File: config.mk
export PLATFORM = sky130hd
export DESIGN_NAME = muldiv_sequencer
export DESIGN_NICKNAME = d
export VERILOG_FILES = /design/src/rtl/muldiv_sequencer.sv
export SDC_FILE = /design/constraint.sdc
export NUM_CORES = 1
export LEC_CHECK = 0
export CORE_UTILIZATION = 45
export DETAILED_ROUTE_END_ITERATION = 8
export DONT_BUFFER_PORTS = 1
export SYNTH_ARGS = -nofsm -noshare
export SYNTH_HDL_FRONTEND = slang
export SYNTH_SLANG_ARGS = --single-unit
File: constraint.sdc
create_clock -name clk -period 2.14 [get_ports clk]
set_input_delay 0.214 -clock clk [delete_from_list [all_inputs] [get_ports clk]]
set_output_delay 0.214 -clock clk [all_outputs]
set_load 0.02 [all_outputs]
File: src/rtl/muldiv_sequencer.sv
// Sequencer for the shared iterative multiply/divide unit and its HiLo register pair.
// Latency: unit_load one cycle after acceptance, hilo_we ITER+2 cycles after it (2 on divide-by-zero).
// Backpressure: op_ready only in IDLE; MULTU/DIVU/MFHI/MFLO presented while busy raise stall.
//
// Ports:
//   clk, reset         clock and synchronous active-high reset
//   op_valid, funct    function code handshake (MULTU=25, DIVU=27, MFHI=16, MFLO=18)
//   divisor_zero       divisor operand is zero, sampled when a DIVU is accepted
//   op_ready, busy     idle / operation in flight
//   stall              issuing stage must hold its instruction (combinational)
//   unit_load          one-cycle operand load pulse to the iterative unit
//   unit_step          one unit iteration per cycle while high
//   unit_sel           0 = multiply, 1 = divide
//   iter_cnt           iteration index while stepping, else 0
//   hilo_we, dz_flag   HiLo write pulse and divide-by-zero marker
//   mf_sel             HiLo read-mux select for an accepted MFHI (01) / MFLO (10)
module muldiv_sequencer #(
   parameter int ITER  = 32,
   parameter int CNT_W = 6
) (
   input  logic             clk,
   input  logic             reset,
   input  logic             op_valid,
   input  logic [5:0]       funct,
   input  logic             divisor_zero,
   output logic             op_ready,
   output logic             busy,
   output logic             stall,
   output logic             unit_load,
   output logic             unit_step,
   output logic             unit_sel,
   output logic [CNT_W-1:0] iter_cnt,
   output logic             hilo_we,
   output logic             dz_flag,
   output logic [1:0]       mf_sel
);

   localparam logic [5:0] F_MULTU = 6'd25;
   localparam logic [5:0] F_DIVU  = 6'd27;
   localparam logic [5:0] F_MFHI  = 6'd16;
   localparam logic [5:0] F_MFLO  = 6'd18;

   localparam logic [CNT_W-1:0] CNT_LAST = CNT_W'(ITER - 1);

   typedef enum logic [1:0] {
      S_IDLE  = 2'd0,
      S_LOAD  = 2'd1,
      S_RUN   = 2'd2,
      S_WRITE = 2'd3
   } state_t;

   state_t           state;
   state_t           state_nxt;
   logic             sel_q;
   logic             dz_q;
   logic [CNT_W-1:0] cnt_q;

   logic is_mul;
   logic is_div;
   logic is_mfhi;
   logic is_mflo;
   logic cnt_last;

   assign is_mul   = op_valid && (funct == F_MULTU);
   assign is_div   = op_valid && (funct == F_DIVU);
   assign is_mfhi  = op_valid && (funct == F_MFHI);
   assign is_mflo  = op_valid && (funct == F_MFLO);
   assign cnt_last = (cnt_q == CNT_LAST);

   // State register
   always_ff @(posedge clk) begin
      if (reset) begin
         state <= S_IDLE;
      end else begin
         state <= state_nxt;
      end
   end

   // Operation context: unit select, divide-by-zero latch, iteration counter.
   // unit_sel only changes at acceptance so it stays stable from LOAD through WRITE.
   always_ff @(posedge clk) begin
      if (reset) begin
         sel_q <= 1'b0;
         dz_q  <= 1'b0;
         cnt_q <= '0;
      end else begin
         case (state)
            S_IDLE: begin
               if (is_mul) begin
                  sel_q <= 1'b0;
               end else if (is_div) begin
                  sel_q <= 1'b1;
                  dz_q  <= divisor_zero;
               end
            end
            S_RUN: begin
               cnt_q <= cnt_last ? '0 : cnt_q + CNT_W'(1);
            end
            S_WRITE: begin
               dz_q <= 1'b0;
            end
            default: begin
            end
         endcase
      end
   end

   // Next-state logic
   always_comb begin
      state_nxt = state;
      case (state)
         S_IDLE:  if (is_mul || is_div) state_nxt = S_LOAD;
         S_LOAD:  state_nxt = dz_q ? S_WRITE : S_RUN;
         S_RUN:   if (cnt_last) state_nxt = S_WRITE;
         S_WRITE: state_nxt = S_IDLE;
         default: state_nxt = S_IDLE;
      endcase
   end

   // Outputs decoded from registered state; stall and mf_sel also look at the live request.
   // WRITE is treated as busy so a HiLo read waits until the new result is visible.
   always_comb begin
      op_ready  = 1'b0;
      busy      = 1'b0;
      unit_load = 1'b0;
      unit_step = 1'b0;
      hilo_we   = 1'b0;
      dz_flag   = 1'b0;
      case (state)
         S_IDLE:  op_ready = 1'b1;
         S_LOAD: begin
            busy      = 1'b1;
            unit_load = 1'b1;
         end
         S_RUN: begin
            busy      = 1'b1;
            unit_step = 1'b1;
         end
         S_WRITE: begin
            busy    = 1'b1;
            hilo_we = 1'b1;
            dz_flag = dz_q;
         end
         default: begin
         end
      endcase
      stall  = (is_mul || is_div || is_mfhi || is_mflo) && (state != S_IDLE);
      mf_sel = 2'b00;
      if (state == S_IDLE) begin
         if (is_mfhi)      mf_sel = 2'b01;
         else if (is_mflo) mf_sel = 2'b10;
      end
   end

   assign unit_sel = sel_q;
   assign iter_cnt = cnt_q;

endmodule

; Word level (Yosys, flattened, before mapping)
; Cells that the tools add are included.
[classes]
n_addsub = 1
eq_ne = 12
mux = 19
n_reduce_logical = 16
[ops]
columns = operator, n
row1 = "6-bit by 5-bit equality test with 1-bit output, second input constant", 5
row2 = 1-bit 2-to-1 mux, 11
row3 = 2-bit 2-to-1 mux, 5
row4 = "2-bit inequality test, second input constant", 4
row5 = 2-bit one-hot mux with 4 select lines, 1
row6 = "6-bit by 1-bit adder with 6-bit output, second input constant", 1
row7 = 6-bit 2-to-1 mux, 1
row8 = 2-bit nonzero test, 3
row9 = 1-bit logical AND, 5
row10 = "2-bit equality test, second input constant", 2
row11 = 2-bit AND reduction, 2
row12 = 1-bit logical OR, 3
row13 = 3-bit AND reduction, 1
row14 = 3-bit OR reduction, 1
row15 = "2-bit by 1-bit equality test with 1-bit output, second input constant", 1
row16 = 2-bit zero test, 1
row17 = 1-bit one-hot mux with 2 select lines, 1
[word_totals]
register_bits = 10
output_inout_bits = 16
elab_cells = 52

; Longest topological paths before layout
[logic_depth]
ltp_word = 6
mapped_depth = 6

; Least setup slack after synthesis
; Ideal clock, no wire load.
[synth_path]
path_kind = register to register
startpoint = reg state[0]
endpoint = reg cnt_q[5], in the netlist iter_cnt[5]
setup_ns = 0.070
arrival_time_ns = 1.587
t_required_ns = 2.070
path_slack_ns = 0.483
path_stages_with_launch = 6
synth_period_minus_slack_ns = 1.657
cell_sequence = dfxtp_1 -> inv_1 -> ha_1 -> nand4_1 -> or4b_1 -> a21oi_1
[synth_via]
elab_chain_len = 1
[synth_lines]
columns = element, line_no
row1 = "start, declared", 52  ; state_t state;
row2 = "start signal, assigned", 75  ; state <= state_nxt;
row3 = 2-bit equality test, 87  ; case (state)
row4 = "end signal, assigned", 97  ; cnt_q <= cnt_last ? '0 : cnt_q + CNT_W'(1);
row5 = "end, declared", 56  ; logic [CNT_W-1:0] cnt_q;
; No other way between the ends.
; A chain may end at the register's enable or synchronous reset.

; Worst setup path in the final report
[layout_path]
startpoint = reg state[0]
endpoint = out mf_sel[1]
[layout_via]
elab_chain_len = 2
[layout_lines]
columns = element, line_no
row1 = 2-bit zero test, 149  ; if (state == S_IDLE) begin
row2 = 2-bit 2-to-1 mux, 149
row3 = "end, declared", 35  ; output logic [1:0] mf_sel
; No other way between the ends.

==> results.ini <==
[sta]
slew_violations = 0
finalCritPeriodShare_pct = 88.6
slew_headroom_pct = 68.7
hold_violations = 0
min_period_ns = 1.90
finalSetupViolCount = 0
tightestPinTransition_ns = 0.470
fin_skew_ns = 0.00473
rsz0062_at_grt = no
timing.fmax_ghz = 0.527
fin_tns_setup_ns = 0

[logic_synthesis]
yosys.area.top_type = dfxtp_1
netlist_area_um2 = 592
synth_common_cells = dfxtp_1, nor2_1, ha_1, nand3_1
synthFlopType = dfxtp_1
synth_cell_types = 24
syn_avg_cell_area_um2 = 8.22
syn-num-nets = 88
yosys.area_share.simple_pct = 27.9
synth.area.mux_share_pct = 6.98
synth_area_leaders = dfxtp_1, ha_1, nor2_1, mux2i_1, nand3_1
synth_compound_area_share_pct = 11.2
synth_xor_area_share_pct = 2.96
async_flop_share_pct = 0
ys_seq_area_share_pct = 33.8
synth_top_family_by_area = simple AND/OR/NAND/NOR gates
synthAdderAreaFrac_pct = 12.7
syn-instance-count = 72
yosys_warnings = 0
synth_edf_count = 0
synth_top_area_share_pct = 33.8
ys_ff_latch = 10

[pwr]
switchingPower_mw = 0.137
clkPwrFrac_pct = 28.4
p_seq_share_pct = 46.7
p_leak_nw = 0.270
switching_share_pct = 31.7
combPwrFrac_pct = 25.0
p_int_mw = 0.295
peakVddDrop_uv = 372
p_per_area_mw_per_mm2 = 642

[worst_setup_path]
critical_path_buf_inv_count = 1
critical_path.max_fanout = 9
r2r_cells = 6
rr_startpoint = state[0]
regToRegSetupSlack_ns = 0.48
startpoint_type = register
required_ns = 1.93
worstPathArrival_ns = 1.68
worstPathCellList = inv_1, ha_1, nand3_1, nor2_1
crit_path_max_incr_delay_ns = 0.46
r2r_end = iter_cnt[5]
end_kind = primary output
worst-setup-path-type = reg -> out
crit_family = simple AND/OR/NAND/NOR gates
slowest_stage = ha_1

[cells_and_area]
area.growth.synth_to_final_pct = 14.0
antenna_cells = 0
drive_above_1_share_pct = 12.7
final_cells = 93
nNetsFinal = 97
final_util_pct = 57.6

[routing]
vias_per_cell = 5.45
dr_total_vias = 507
drt-initial-drc-count = 15
antenna_left = 0
drt-wirelength-per-cell_um = 12.1
wl_um = 1120
first_pass_iters = 3
drcViolationCount = 0

[clock_network]
clock_sinks = 10
cts_tree = done
cts_root_buf = clkbuf_4
cts_resized = 0
postCtsHoldBufs = 1
clk_path_buf_depth = 2
cts_setup_buffers = 0
cts_buffers = 3
cts_htree_levels = 1
clkTransAtPathRegs_ns = 0.06
clk_latency_ns = 0.26

[min_path]
hold_end = iter_cnt[0]
hold_path_class = in -> reg
min_path_cells = 1
hold_start = reset

[global_route]
grt_pass1_wl_um = 1740
grt.total_usage_pct = 18.4
grt_start_max_net_pins = 11
gr-total-overflow = 0
antenna_found_initial = 0
grt_pass1_vias = 436

[floorplan]
dieHeight_um = 38.3
start_util_pct = 50.5
fp.dieW_um = 38.3
pin_count = 26
rows = 12
coreArea_mm2 = 0.00117
die_area_mm2 = 0.00146

[placed_design]
port_buffers = 0
numPlacedInstances = 88
dp_hpwl_um = 841
gp_congestion = 0.687

[run]
drv_cap = 0

[run_status]
status = finished, final reports clean

[registers in the layout (all words and copies together) (netlist names)]
signal    count
dz_q          1
iter_cnt      6
unit_sel      1
state         2
[through the flow]
step                setup slack (ns)  hold slack [ns]  power (mW)  area (um^2)
floorplan                      0.483            0.358       0.296          592
global placement               0.509            0.285       0.309          632
detailed placement             0.487            0.287       0.310          632
CTS                            0.221          0.00170       0.441          664
global route                   0.100          0.00264       0.464          674
finish                         0.244           0.0258       0.433          674
[cell usage in the layout (no fill, tap or decap), types with 3 or more instances in the layout]
master     n
buf_4      4
mux2i_1    3
o21ai_0    3
nand3_1    6
nor2_1    10
ha_1       6
clkbuf_4   3
nand4_1    3
inv_1      5
dfxtp_1   10
nand2_1    5
a21oi_1    3
[worst max-delay path by stage]
stage | from | endpoint | slack, ns | cells past startpoint
floorplan | state[0] | iter_cnt[5] | 0.48 | 5
global placement | iter_cnt[3] | state[1] | 0.51 | 4
detailed placement | state[0] | iter_cnt[5] | 0.49 | 6
CTS | state[0] | mf_sel[1] | 0.22 | 4
global route | state[0] | mf_sel[0] | 0.10 | 4
finish | state[0] | mf_sel[1] | 0.24 | 4
[power by group through the flow]
| stage | Sequential, mW | Clock [mW] | Combinational (mW) |
|---|---|---|---|
| 2_1_floorplan | 0.207 | 0 | 0.0897 |
| 3_3_place_gp | 0.205 | 0 | 0.103 |
| 3_5_place_dp | 0.206 | 0 | 0.104 |
| 4_1_cts | 0.202 | 0.133 | 0.106 |
| 5_1_grt | 0.203 | 0.141 | 0.120 |
| 6_report | 0.202 | 0.123 | 0.108 |
[cell families (layout without fill, tap and decap cells)]
logic type | count (synthesis) | in the layout
xor+xnor | 2 | 2
flops | 10 | 10
fa+ha+maj | 6 | 6
mux | 4 | 4
buf+inv | 7 | 14
simple gates | 32 | 32
compound gates | 11 | 11
[routing by layer]
metal / global-route usage [%] / wire length, um / vias up
li1: - / - / 263
met1: 20.4 / 511 / 224
met2: 27.1 / 502 / 18
met3: 12.2 / 100 / 2
met4: 8.04 / 8 / 0
met5: 0 / 0 / -
[layout make-up]
cell class              instances  area [um^2]
repair buffers                  6         50.0
clock buffers                   3         22.5
well taps                      14         17.5
fillers                       116          497
inverters                       5         18.8
flip-flops and latches         10          200
multi-input cells              55          365
No activity file was read; power rests on OpenSTA's default activity.
